## src/rtl/dmem_arbiter_pkg.sv

```systemverilog
// Shared definitions for the data-memory arbiter: owner encoding,
// default bus widths and the burst counter helper.
package dmem_arbiter_pkg;

  // Owner of the most recent grant.
  typedef enum logic {
    OWN_C = 1'b0,
    OWN_D = 1'b1
  } owner_e;

  // Default widths, shared with the data memory and the top level.
  localparam int unsigned DMEM_ADDR_W = 6;
  localparam int unsigned DMEM_DATA_W = 32;

  // Width of the debug burst counter.
  localparam int unsigned BURST_CNT_W = 4;

  // Saturating increment of the burst counter.
  function automatic logic [BURST_CNT_W-1:0] burst_inc(input logic [BURST_CNT_W-1:0] cnt);
    return (cnt == '1) ? cnt : cnt + 1'b1;
  endfunction

endpackage

```

## src/rtl/dmem_arbiter_if.sv

```systemverilog
// Bus bundle between the two requesters, the data memory and the arbiter.
// slave  : arbiter view (requests in, grants/read data/memory controls out)
// master : environment view (requesters plus the memory)
interface dmem_arbiter_if
  import dmem_arbiter_pkg::*;
#(
  parameter int unsigned ADDR_W = DMEM_ADDR_W,
  parameter int unsigned DATA_W = DMEM_DATA_W
);

  // CPU load/store port
  logic              c_req;
  logic              c_we;
  logic [ADDR_W-1:0] c_addr;
  logic [DATA_W-1:0] c_wdata;
  logic              c_gnt;
  logic              c_rvalid;
  logic [DATA_W-1:0] c_rdata;

  // Debug/loader port
  logic              d_req;
  logic              d_we;
  logic              d_lock;
  logic [ADDR_W-1:0] d_addr;
  logic [DATA_W-1:0] d_wdata;
  logic              d_gnt;
  logic              d_rvalid;
  logic [DATA_W-1:0] d_rdata;

  // Data memory side
  logic [ADDR_W-1:0] mem_addr;
  logic [DATA_W-1:0] mem_wdata;
  logic              mem_we;
  logic [DATA_W-1:0] mem_rdata;

  // Status
  logic              busy;

  modport slave (
    input  c_req, c_we, c_addr, c_wdata,
    output c_gnt, c_rvalid, c_rdata,
    input  d_req, d_we, d_lock, d_addr, d_wdata,
    output d_gnt, d_rvalid, d_rdata,
    output mem_addr, mem_wdata, mem_we,
    input  mem_rdata,
    output busy
  );

  modport master (
    output c_req, c_we, c_addr, c_wdata,
    input  c_gnt, c_rvalid, c_rdata,
    output d_req, d_we, d_lock, d_addr, d_wdata,
    input  d_gnt, d_rvalid, d_rdata,
    input  mem_addr, mem_wdata, mem_we,
    output mem_rdata,
    input  busy
  );

endinterface

```

## src/rtl/dmem_arbiter_rr_pick2.sv

```systemverilog
// Combinational two-way round-robin picker.
// req[0]/gnt[0] = C port, req[1]/gnt[1] = D port.
// On a tie the port opposite to 'last' wins, unless 'lock' keeps D.
module rr_pick2
  import dmem_arbiter_pkg::*;
(
  input  logic [1:0] req,
  input  owner_e     last,
  input  logic       lock,
  output logic [1:0] gnt
);

  // One-hot (or zero) grant from the current requests and history.
  always_comb begin
    gnt = '0;
    case (req)
      2'b01:   gnt = 2'b01;
      2'b10:   gnt = 2'b10;
      2'b11: begin
        if (lock || (last == OWN_C)) begin
          gnt = 2'b10;
        end else begin
          gnt = 2'b01;
        end
      end
      default: gnt = '0;
    endcase
  end

endmodule

```

## src/rtl/dmem_arbiter.sv

```systemverilog
// Data-memory arbiter: shares one single-port memory between the CPU
// load/store path (C) and a debug/loader port (D). Round-robin on ties,
// bounded D burst lock, registered read return with a one-cycle strobe.
module dmem_arbiter
  import dmem_arbiter_pkg::*;
#(
  parameter int unsigned ADDR_W    = DMEM_ADDR_W,
  parameter int unsigned DATA_W    = DMEM_DATA_W,
  parameter int unsigned MAX_BURST = 4
) (
  input logic           clk,
  input logic           reset,
  dmem_arbiter_if.slave bus
);

  localparam logic [BURST_CNT_W-1:0] BURST_LIM = BURST_CNT_W'(MAX_BURST);

  owner_e                 last;
  logic [BURST_CNT_W-1:0] burst_cnt;
  logic                   rvalid_c;
  logic                   rvalid_d;
  logic [DATA_W-1:0]      rdata_c;
  logic [DATA_W-1:0]      rdata_d;

  logic                   lock;
  logic [1:0]             req;
  logic [1:0]             gnt;
  logic                   c_gnt;
  logic                   d_gnt;
  logic                   c_rd;
  logic                   d_rd;
  logic [ADDR_W-1:0]      addr_sel;
  logic [DATA_W-1:0]      wdata_sel;

  // D keeps a tie while its locked burst is still below the limit.
  assign lock = (last == OWN_D) && (burst_cnt != '0) && (burst_cnt < BURST_LIM);

  // Requests are masked while reset is held so that nothing is granted
  // and no write can reach the memory edge during reset.
  assign req = {bus.d_req, bus.c_req} & {2{reset}};

  rr_pick2 u_pick (
    .req  (req),
    .last (last),
    .lock (lock),
    .gnt  (gnt)
  );

  assign c_gnt = gnt[0];
  assign d_gnt = gnt[1];
  assign c_rd  = c_gnt && !bus.c_we;
  assign d_rd  = d_gnt && !bus.d_we;

  // Memory address/data come from the granted port, C when idle.
  always_comb begin
    if (d_gnt) begin
      addr_sel  = bus.d_addr;
      wdata_sel = bus.d_wdata;
    end else begin
      addr_sel  = bus.c_addr;
      wdata_sel = bus.c_wdata;
    end
  end

  assign bus.mem_addr  = addr_sel;
  assign bus.mem_wdata = wdata_sel;
  assign bus.mem_we    = (c_gnt & bus.c_we) | (d_gnt & bus.d_we);
  assign bus.busy      = c_gnt | d_gnt;
  assign bus.c_gnt     = c_gnt;
  assign bus.d_gnt     = d_gnt;

  // Arbitration history: last owner and locked-burst length.
  always_ff @(posedge clk or negedge reset) begin
    if (!reset) begin
      last      <= OWN_D;
      burst_cnt <= '0;
    end else if (c_gnt) begin
      last      <= OWN_C;
      burst_cnt <= '0;
    end else if (d_gnt) begin
      last      <= OWN_D;
      burst_cnt <= bus.d_lock ? burst_inc(burst_cnt) : '0;
    end
  end

  // Registered read return; the strobe lasts one cycle, data holds.
  always_ff @(posedge clk or negedge reset) begin
    if (!reset) begin
      rvalid_c <= 1'b0;
      rvalid_d <= 1'b0;
      rdata_c  <= '0;
      rdata_d  <= '0;
    end else begin
      rvalid_c <= c_rd;
      rvalid_d <= d_rd;
      if (c_rd) begin
        rdata_c <= bus.mem_rdata;
      end
      if (d_rd) begin
        rdata_d <= bus.mem_rdata;
      end
    end
  end

  assign bus.c_rvalid = rvalid_c;
  assign bus.c_rdata  = rdata_c;
  assign bus.d_rvalid = rvalid_d;
  assign bus.d_rdata  = rdata_d;

endmodule

```

## src/flat_wrapper.sv

```systemverilog
// flat-port wrapper written by rule: the top's interface ports become plain ports
module dmem_arbiter_flat import dmem_arbiter_pkg::*;
#(
  parameter int unsigned ADDR_W    = DMEM_ADDR_W,
  parameter int unsigned DATA_W    = DMEM_DATA_W,
  parameter int unsigned MAX_BURST = 4
)
  (clk, reset, bus_c_req, bus_c_we, bus_c_addr, bus_c_wdata, bus_c_gnt, bus_c_rvalid, bus_c_rdata, bus_d_req, bus_d_we, bus_d_lock, bus_d_addr, bus_d_wdata, bus_d_gnt, bus_d_rvalid, bus_d_rdata, bus_mem_addr, bus_mem_wdata, bus_mem_we, bus_mem_rdata, bus_busy);
  dmem_arbiter_if #(.ADDR_W(ADDR_W), .DATA_W(DATA_W)) bus_i ();
  input logic clk;
  input logic reset;
  input wire logic [$bits(bus_i.c_req)-1:0] bus_c_req;
  input wire logic [$bits(bus_i.c_we)-1:0] bus_c_we;
  input wire logic [$bits(bus_i.c_addr)-1:0] bus_c_addr;
  input wire logic [$bits(bus_i.c_wdata)-1:0] bus_c_wdata;
  output wire logic [$bits(bus_i.c_gnt)-1:0] bus_c_gnt;
  output wire logic [$bits(bus_i.c_rvalid)-1:0] bus_c_rvalid;
  output wire logic [$bits(bus_i.c_rdata)-1:0] bus_c_rdata;
  input wire logic [$bits(bus_i.d_req)-1:0] bus_d_req;
  input wire logic [$bits(bus_i.d_we)-1:0] bus_d_we;
  input wire logic [$bits(bus_i.d_lock)-1:0] bus_d_lock;
  input wire logic [$bits(bus_i.d_addr)-1:0] bus_d_addr;
  input wire logic [$bits(bus_i.d_wdata)-1:0] bus_d_wdata;
  output wire logic [$bits(bus_i.d_gnt)-1:0] bus_d_gnt;
  output wire logic [$bits(bus_i.d_rvalid)-1:0] bus_d_rvalid;
  output wire logic [$bits(bus_i.d_rdata)-1:0] bus_d_rdata;
  output wire logic [$bits(bus_i.mem_addr)-1:0] bus_mem_addr;
  output wire logic [$bits(bus_i.mem_wdata)-1:0] bus_mem_wdata;
  output wire logic [$bits(bus_i.mem_we)-1:0] bus_mem_we;
  input wire logic [$bits(bus_i.mem_rdata)-1:0] bus_mem_rdata;
  output wire logic [$bits(bus_i.busy)-1:0] bus_busy;
  assign bus_i.c_req = bus_c_req;
  assign bus_i.c_we = bus_c_we;
  assign bus_i.c_addr = bus_c_addr;
  assign bus_i.c_wdata = bus_c_wdata;
  assign bus_c_gnt = bus_i.c_gnt;
  assign bus_c_rvalid = bus_i.c_rvalid;
  assign bus_c_rdata = bus_i.c_rdata;
  assign bus_i.d_req = bus_d_req;
  assign bus_i.d_we = bus_d_we;
  assign bus_i.d_lock = bus_d_lock;
  assign bus_i.d_addr = bus_d_addr;
  assign bus_i.d_wdata = bus_d_wdata;
  assign bus_d_gnt = bus_i.d_gnt;
  assign bus_d_rvalid = bus_i.d_rvalid;
  assign bus_d_rdata = bus_i.d_rdata;
  assign bus_mem_addr = bus_i.mem_addr;
  assign bus_mem_wdata = bus_i.mem_wdata;
  assign bus_mem_we = bus_i.mem_we;
  assign bus_i.mem_rdata = bus_mem_rdata;
  assign bus_busy = bus_i.busy;
  dmem_arbiter #(.ADDR_W(ADDR_W), .DATA_W(DATA_W), .MAX_BURST(MAX_BURST)) u_core (.clk(clk), .reset(reset), .bus(bus_i));
endmodule
```

## config.mk

```make
export PLATFORM = sky130hd
export DESIGN_NAME = dmem_arbiter_flat
export DESIGN_NICKNAME = d
export VERILOG_FILES = /design/src/rtl/dmem_arbiter_pkg.sv /design/src/rtl/dmem_arbiter_if.sv /design/src/rtl/dmem_arbiter_rr_pick2.sv /design/src/rtl/dmem_arbiter.sv /design/src/flat_wrapper.sv
export SDC_FILE = /design/constraint.sdc
export NUM_CORES = 1
export LEC_CHECK = 0
export ABC_CLOCK_PERIOD_IN_PS = 7360
export CAP_MARGIN = 15
export CORE_MARGIN = 2
export CORE_UTILIZATION = 39
export DETAILED_ROUTE_END_ITERATION = 8
export PLACE_DENSITY = 0.84
export REMOVE_ABC_BUFFERS = 1
export SLEW_MARGIN = 40
export SYNTH_ARGS = -nofsm -noshare
export SYNTH_HDL_FRONTEND = slang
export SYNTH_HIERARCHICAL = 1
export SYNTH_SLANG_ARGS = --single-unit
```

## constraint.sdc

```tcl
create_clock -name clk -period 7.36 [get_ports clk]
set_input_delay 1.104 -clock clk [delete_from_list [all_inputs] [get_ports clk]]
set_output_delay 1.104 -clock clk [all_outputs]
set_load 0.01 [all_outputs]
```

# Yosys cells after proc, flatten, opt, wreduce, memory -nomap -nowiden
# Index checks and enable logic that the tools add are counted.
[word_totals] output_inout_bits=108 reg_bits=71
[op_classes] magnitude_cmp=1 muxes=10 n_eq_ne=5 addsub=1 bitwise=6 n_reduce_logical=10
[op_table] cell="2-to-1 mux 32 bit" n=1
[op_table] cell="2-to-1 mux 4 bit" n=4
[op_table] cell="2-to-1 mux 6 bit" n=1
[op_table] cell="case mux 2 bit (3 select lines)" n=1
[op_table] cell="adder 4 x 1 -> 4 bit, second input constant" n=1
[op_table] cell="== test 2 bit, second input constant" n=2
[op_table] cell="== test 4 bit, second input constant" n=1
[op_table] cell="logical AND 1 bit" n=4
[op_table] cell="less-than comparator 4 x 3 -> 1 bit, second input constant" n=1
[op_table] cell="nonzero test 4 bit" n=1
[op_table] cell="!= test 3 x 2 -> 1 bit, second input constant" n=1
[op_table] cell="AND 1 bit" n=2
[op_table] cell="AND 2 bit" n=1
[op_table] cell="== test 2 x 1 -> 1 bit, second input constant" n=1
[op_table] cell="zero test 1 bit" n=2
[op_table] cell="2-to-1 mux 1 bit" n=2
[op_table] cell="2-to-1 mux 2 bit" n=1
[op_table] cell="bitwise OR 1 bit" n=2
[op_table] cell="AND reduction 2 bit" n=1
[op_table] cell="nonzero test 2 bit" n=1
[op_table] cell="logical OR 1 bit" n=1
[op_table] cell="NOT 1 bit" n=1

# Longest topological paths before layout
[depth] depth_word=8 mapped_depth=10

# Modules after synthesis
# The synthesis kept the hierarchy.
[by_module_without_submodules] mod="dmem_arbiter" n_inst=1 area_each_um2=3392.0 seq_area_each_um2=1778.0 cells_per_inst=219
[by_module_without_submodules] mod="rr_pick2" n_inst=1 area_each_um2=30.0 seq_area_each_um2=0.0 cells_per_inst=4

# Least setup slack after synthesis
# Ideal clock, no wire load.
[synth_path] path_type="input port to output port" start="input bus_c_req" end="output bus_mem_wdata[10]" stages=5 arrival_ps=2373 t_required_ps=6256 path_buffers=2 setup_slack_ps=3883 path_cell_list="and2_1 a21oi_1 buf_4 buf_4 mux2_2"
[synth_between] elab_chain_cells=4
[synth_rtl] item="start, declared" line="flat_wrapper.sv:12" source="input wire logic [$bits(bus_i.c_req)-1:0] bus_c_req;"
[synth_rtl] item="AND 2 bit *" line="dmem_arbiter.sv:40" source="assign req = {bus.d_req, bus.c_req} & {2{reset}};"
[synth_rtl] item="== test 2 bit or == test 2 x 1 -> 1 bit (tied branches)" line="dmem_arbiter_rr_pick2.sv:16" source="case (req)"
[synth_rtl] item="case mux 2 bit (3 select lines) *" line="dmem_arbiter_rr_pick2.sv:16"
[synth_rtl] item="named net bus_d_gnt" line="flat_wrapper.sv:24" source="output wire logic [$bits(bus_i.d_gnt)-1:0] bus_d_gnt;"
[synth_rtl] item="2-to-1 mux 32 bit *" line="dmem_arbiter.sv:56" source="if (d_gnt) begin"
[synth_rtl] item="end, declared" line="flat_wrapper.sv:28" source="output wire logic [$bits(bus_i.mem_wdata)-1:0] bus_mem_wdata;"
# Mark *: on every way through the listed nets, which the timed path passes. The rest lies on a longest branch.

# Worst setup path in the final report
[layout_path] start="input bus_d_req" end="output bus_mem_addr[1]"
[layout_between] elab_chain_cells=4
[layout_rtl] item="start, declared" line="flat_wrapper.sv:19" source="input wire logic [$bits(bus_i.d_req)-1:0] bus_d_req;"
[layout_rtl] item="AND 2 bit *" line="dmem_arbiter.sv:40"
[layout_rtl] item="named net u_core.req[1]" line="dmem_arbiter.sv:26" source="logic [1:0] req;"
[layout_rtl] item="== test 2 bit or == test 2 x 1 -> 1 bit (tied branches)" line="dmem_arbiter_rr_pick2.sv:16"
[layout_rtl] item="case mux 2 bit (3 select lines) *" line="dmem_arbiter_rr_pick2.sv:16"
[layout_rtl] item="2-to-1 mux 6 bit *" line="dmem_arbiter.sv:56"
[layout_rtl] item="end, declared" line="flat_wrapper.sv:27" source="output wire logic [$bits(bus_i.mem_addr)-1:0] bus_mem_addr;"
# Marked as above.

==> flow_metrics.tcl <==
set metrics [dict create \
    crit_top_cell "clkdlybuf4s50_1" \
    grtUsageTotal_pct 20.3 \
    fp.dieW_um 97.7 \
    cp_slowest_stage_delay_ps 600 \
    cp.arrival_ps 3660 \
    grt_pass1_vias 3034 \
    grt_first_pass_wirelength_um 15200 \
    layout_setup_ws_ps 2590 \
    die_area_sq_um 9540 \
    synth_seq_area_share_pct 52.0 \
    rsz0062_at_grt "no" \
    synth_top_area_cell "dfrtp_1" \
    crit_path_start "bus_d_req" \
    first_iter_violations 41 \
    yosys_warnings 6 \
    grt_antenna_before_repair 0 \
    gp_congestion 0.775 \
    postLayoutCoreUtil_pct 68.8 \
    dp_hpwl_um 7620 \
    pin_count 223 \
    period_needed_ps 4770 \
    crit_path_top_delay_cell "a21oi_4" \
    crit_cells 7 \
    ctsResizeCount 0 \
    r2r-start "u_core/burst_cnt[0]" \
    grt_max_degree 58 \
    end_kind "output pin" \
    hp-class "reg -> reg" \
    relSlewSlack_pct 48.9 \
    status "completed" \
    max-cap-violations 0 \
    reg2reg_to "u_core/bus.d_rdata[27]" \
    syn_inst 223 \
    via_per_inst 4.85 \
    die_y_um 97.7 \
    cp-start-kind "input port" \
    antennaDiodeCount 0 \
    critPathCapture "bus_mem_addr[1]" \
    cts-root-buf "clkbuf_8" \
    synth_edf_count 0 \
    finalPower_mw 1.33 \
    ant_nets 0 \
    clock_skew_ps 7.16 \
    setup_tns_ps 0 \
    start_util_pct 39.8 \
    crit_family "buffers and inverters" \
    avgSynthCellArea_sq_um 15.3 \
    postCtsHoldBufs 0 \
    vias 2711 \
    worst-path-max-fanout 26 \
    netlist_area_sq_um 3420 \
    final_common_cell "clkdlybuf4s50_1" \
    min_period_over_period_pct 64.8 \
    crit_type "in -> out" \
    leakage_nw 2.50 \
    cts.sinks 71 \
    ys_dominant_reg_cell "dfrtp_1" \
    crit_required_ps 6260 \
    maxSlewViolCount 0 \
    r2r_setup_slack_ps 3720 \
    synth_async_sr_flop_share_pct 100 \
    clkTransAtPathRegs_ps 70 \
    port_buffers 222 \
    overflow 0 \
    cts_tree "built" \
    core_sq_um 8590 \
    fp-row-count 34 \
    timing.fmax_ghz 0.210 \
    synth.area.top_cells "dfrtp_1, mux2_2, mux2_4" \
    r2r_cells 10 \
    max-vdd-ir-drop_uv 79.4 \
    yosysTopAreaCellShare_pct 51.2 \
    dp_slack_ps 2580 \
    fin_nets 563 \
    drc 0 \
    power_per_cell_area_nw_per_um2 225 \
    wl_per_cell_um 17.2 \
    insertion_delay_ps 330 \
    clockBufferDepth 2 \
    drive_gt1_share_pct 22.2 \
    hold_violations 0 \
    ys_seq_elements 71 \
    synth_cell_types 31 \
    first_pass_iters 2 \
    area_growth_pct 72.7 \
    routed_wirelength_um 9630 \
    crit_buf_inv 4 \
    path_cells "clkdlybuf4s50_1, and2_1, inv_1, a21oi_4, buf_4, mux2_2, clkdlybuf4s50_1" \
    cts_max_level 3 \
    cts_setup_buffers 0 \
    setup_viol 0 \
    final_cell_mix "clkdlybuf4s50_1, dfrtp_1, mux2_2" \
    worst_pin_slew_ps 764 \
    cts_inserted_buffers 9 \
]
-- through the flow --
stage	std cells	hold slack, ps	area (sq um)
detailed placement	543	474	5690
global placement	542	468	5660
CTS	559	490	5910
floorplan	210	469	3280
finish	559	487	5910
global route	559	501	5910
-- synthesized netlist by cell type (2+ instances only) --
cell type and number:
a21oi_1 3, buf_4 7, dfrtp_1 70, nand4_1 3, o21ai_0 2, and2_1 2
mux2_4 29, buf_6 2, mux2_2 44, ha_1 2, buf_12 3, mux2_1 29
nand3_1 2, nor2_1 5, inv_1 4
-- kinds of logic after synthesis --
group                    after synthesis  share of synthesized area, %
multiplexers                         102                          36.7
flip-flops                            71                          52.0
AND/OR/NAND/NOR                       19                          3.69
buffers and inverters                 18                          4.64
AO/OA/AOI/OAI                         11                          2.23
adder cells (fa/ha/maj)                2                         0.731
-- final cells by class --
cell class              instances  area (sq um)
clock buffers                  11           141
clock inverters                 5          81.3
fillers                       645          2680
inverters                       5          18.8
multi-input cells             134          1500
flip-flops and latches         71          1780
well taps                     108           135
repair buffers                225          2260
-- where the power goes --
group          total, mW  switching [mW]  leakage (nW)  internal (mW)
Clock              0.343           0.142         0.110          0.200
Sequential         0.517          0.0448         0.851          0.472
Combinational      0.470           0.158          1.54          0.312
-- state kept, by name, indices dropped and copies added, names as in the netlist --
signal / flops
u_core/bus.c_rdata: 32
u_core/bus.d_rdata: 32
u_core/burst_cnt: 4
u_core/bus.c_rvalid: 1
u_core/bus.d_rvalid: 1
u_core/last: 1
-- layer usage --
layer / up-vias / track usage [%] / part of all wire [%]
met1: 1332 / 20.9 / 35
met5: - / 0 / 0
met3: 12 / 6.55 / 8.4
met2: 122 / 38.6 / 55
li1: 1245 / - / -
met4: 0 / 6.41 / 1.4
-- worst min path at each step --
stage / cells past startpoint / from / end / slack, ps
after floorplan: 2 / u_core/last / u_core/last / 470
final: 1 / u_core/bus.d_rdata[21] / u_core/bus.d_rdata[21] / 490
after global placement: 1 / u_core/bus.d_rdata[22] / u_core/bus.d_rdata[22] / 470
after detailed placement: 1 / u_core/bus.d_rdata[21] / u_core/bus.d_rdata[21] / 470
after global routing: 1 / u_core/bus.d_rdata[21] / u_core/bus.d_rdata[21] / 500
after CTS: 1 / u_core/bus.d_rdata[21] / u_core/bus.d_rdata[21] / 490
Note: power is estimated with default switching activity, not from simulation.
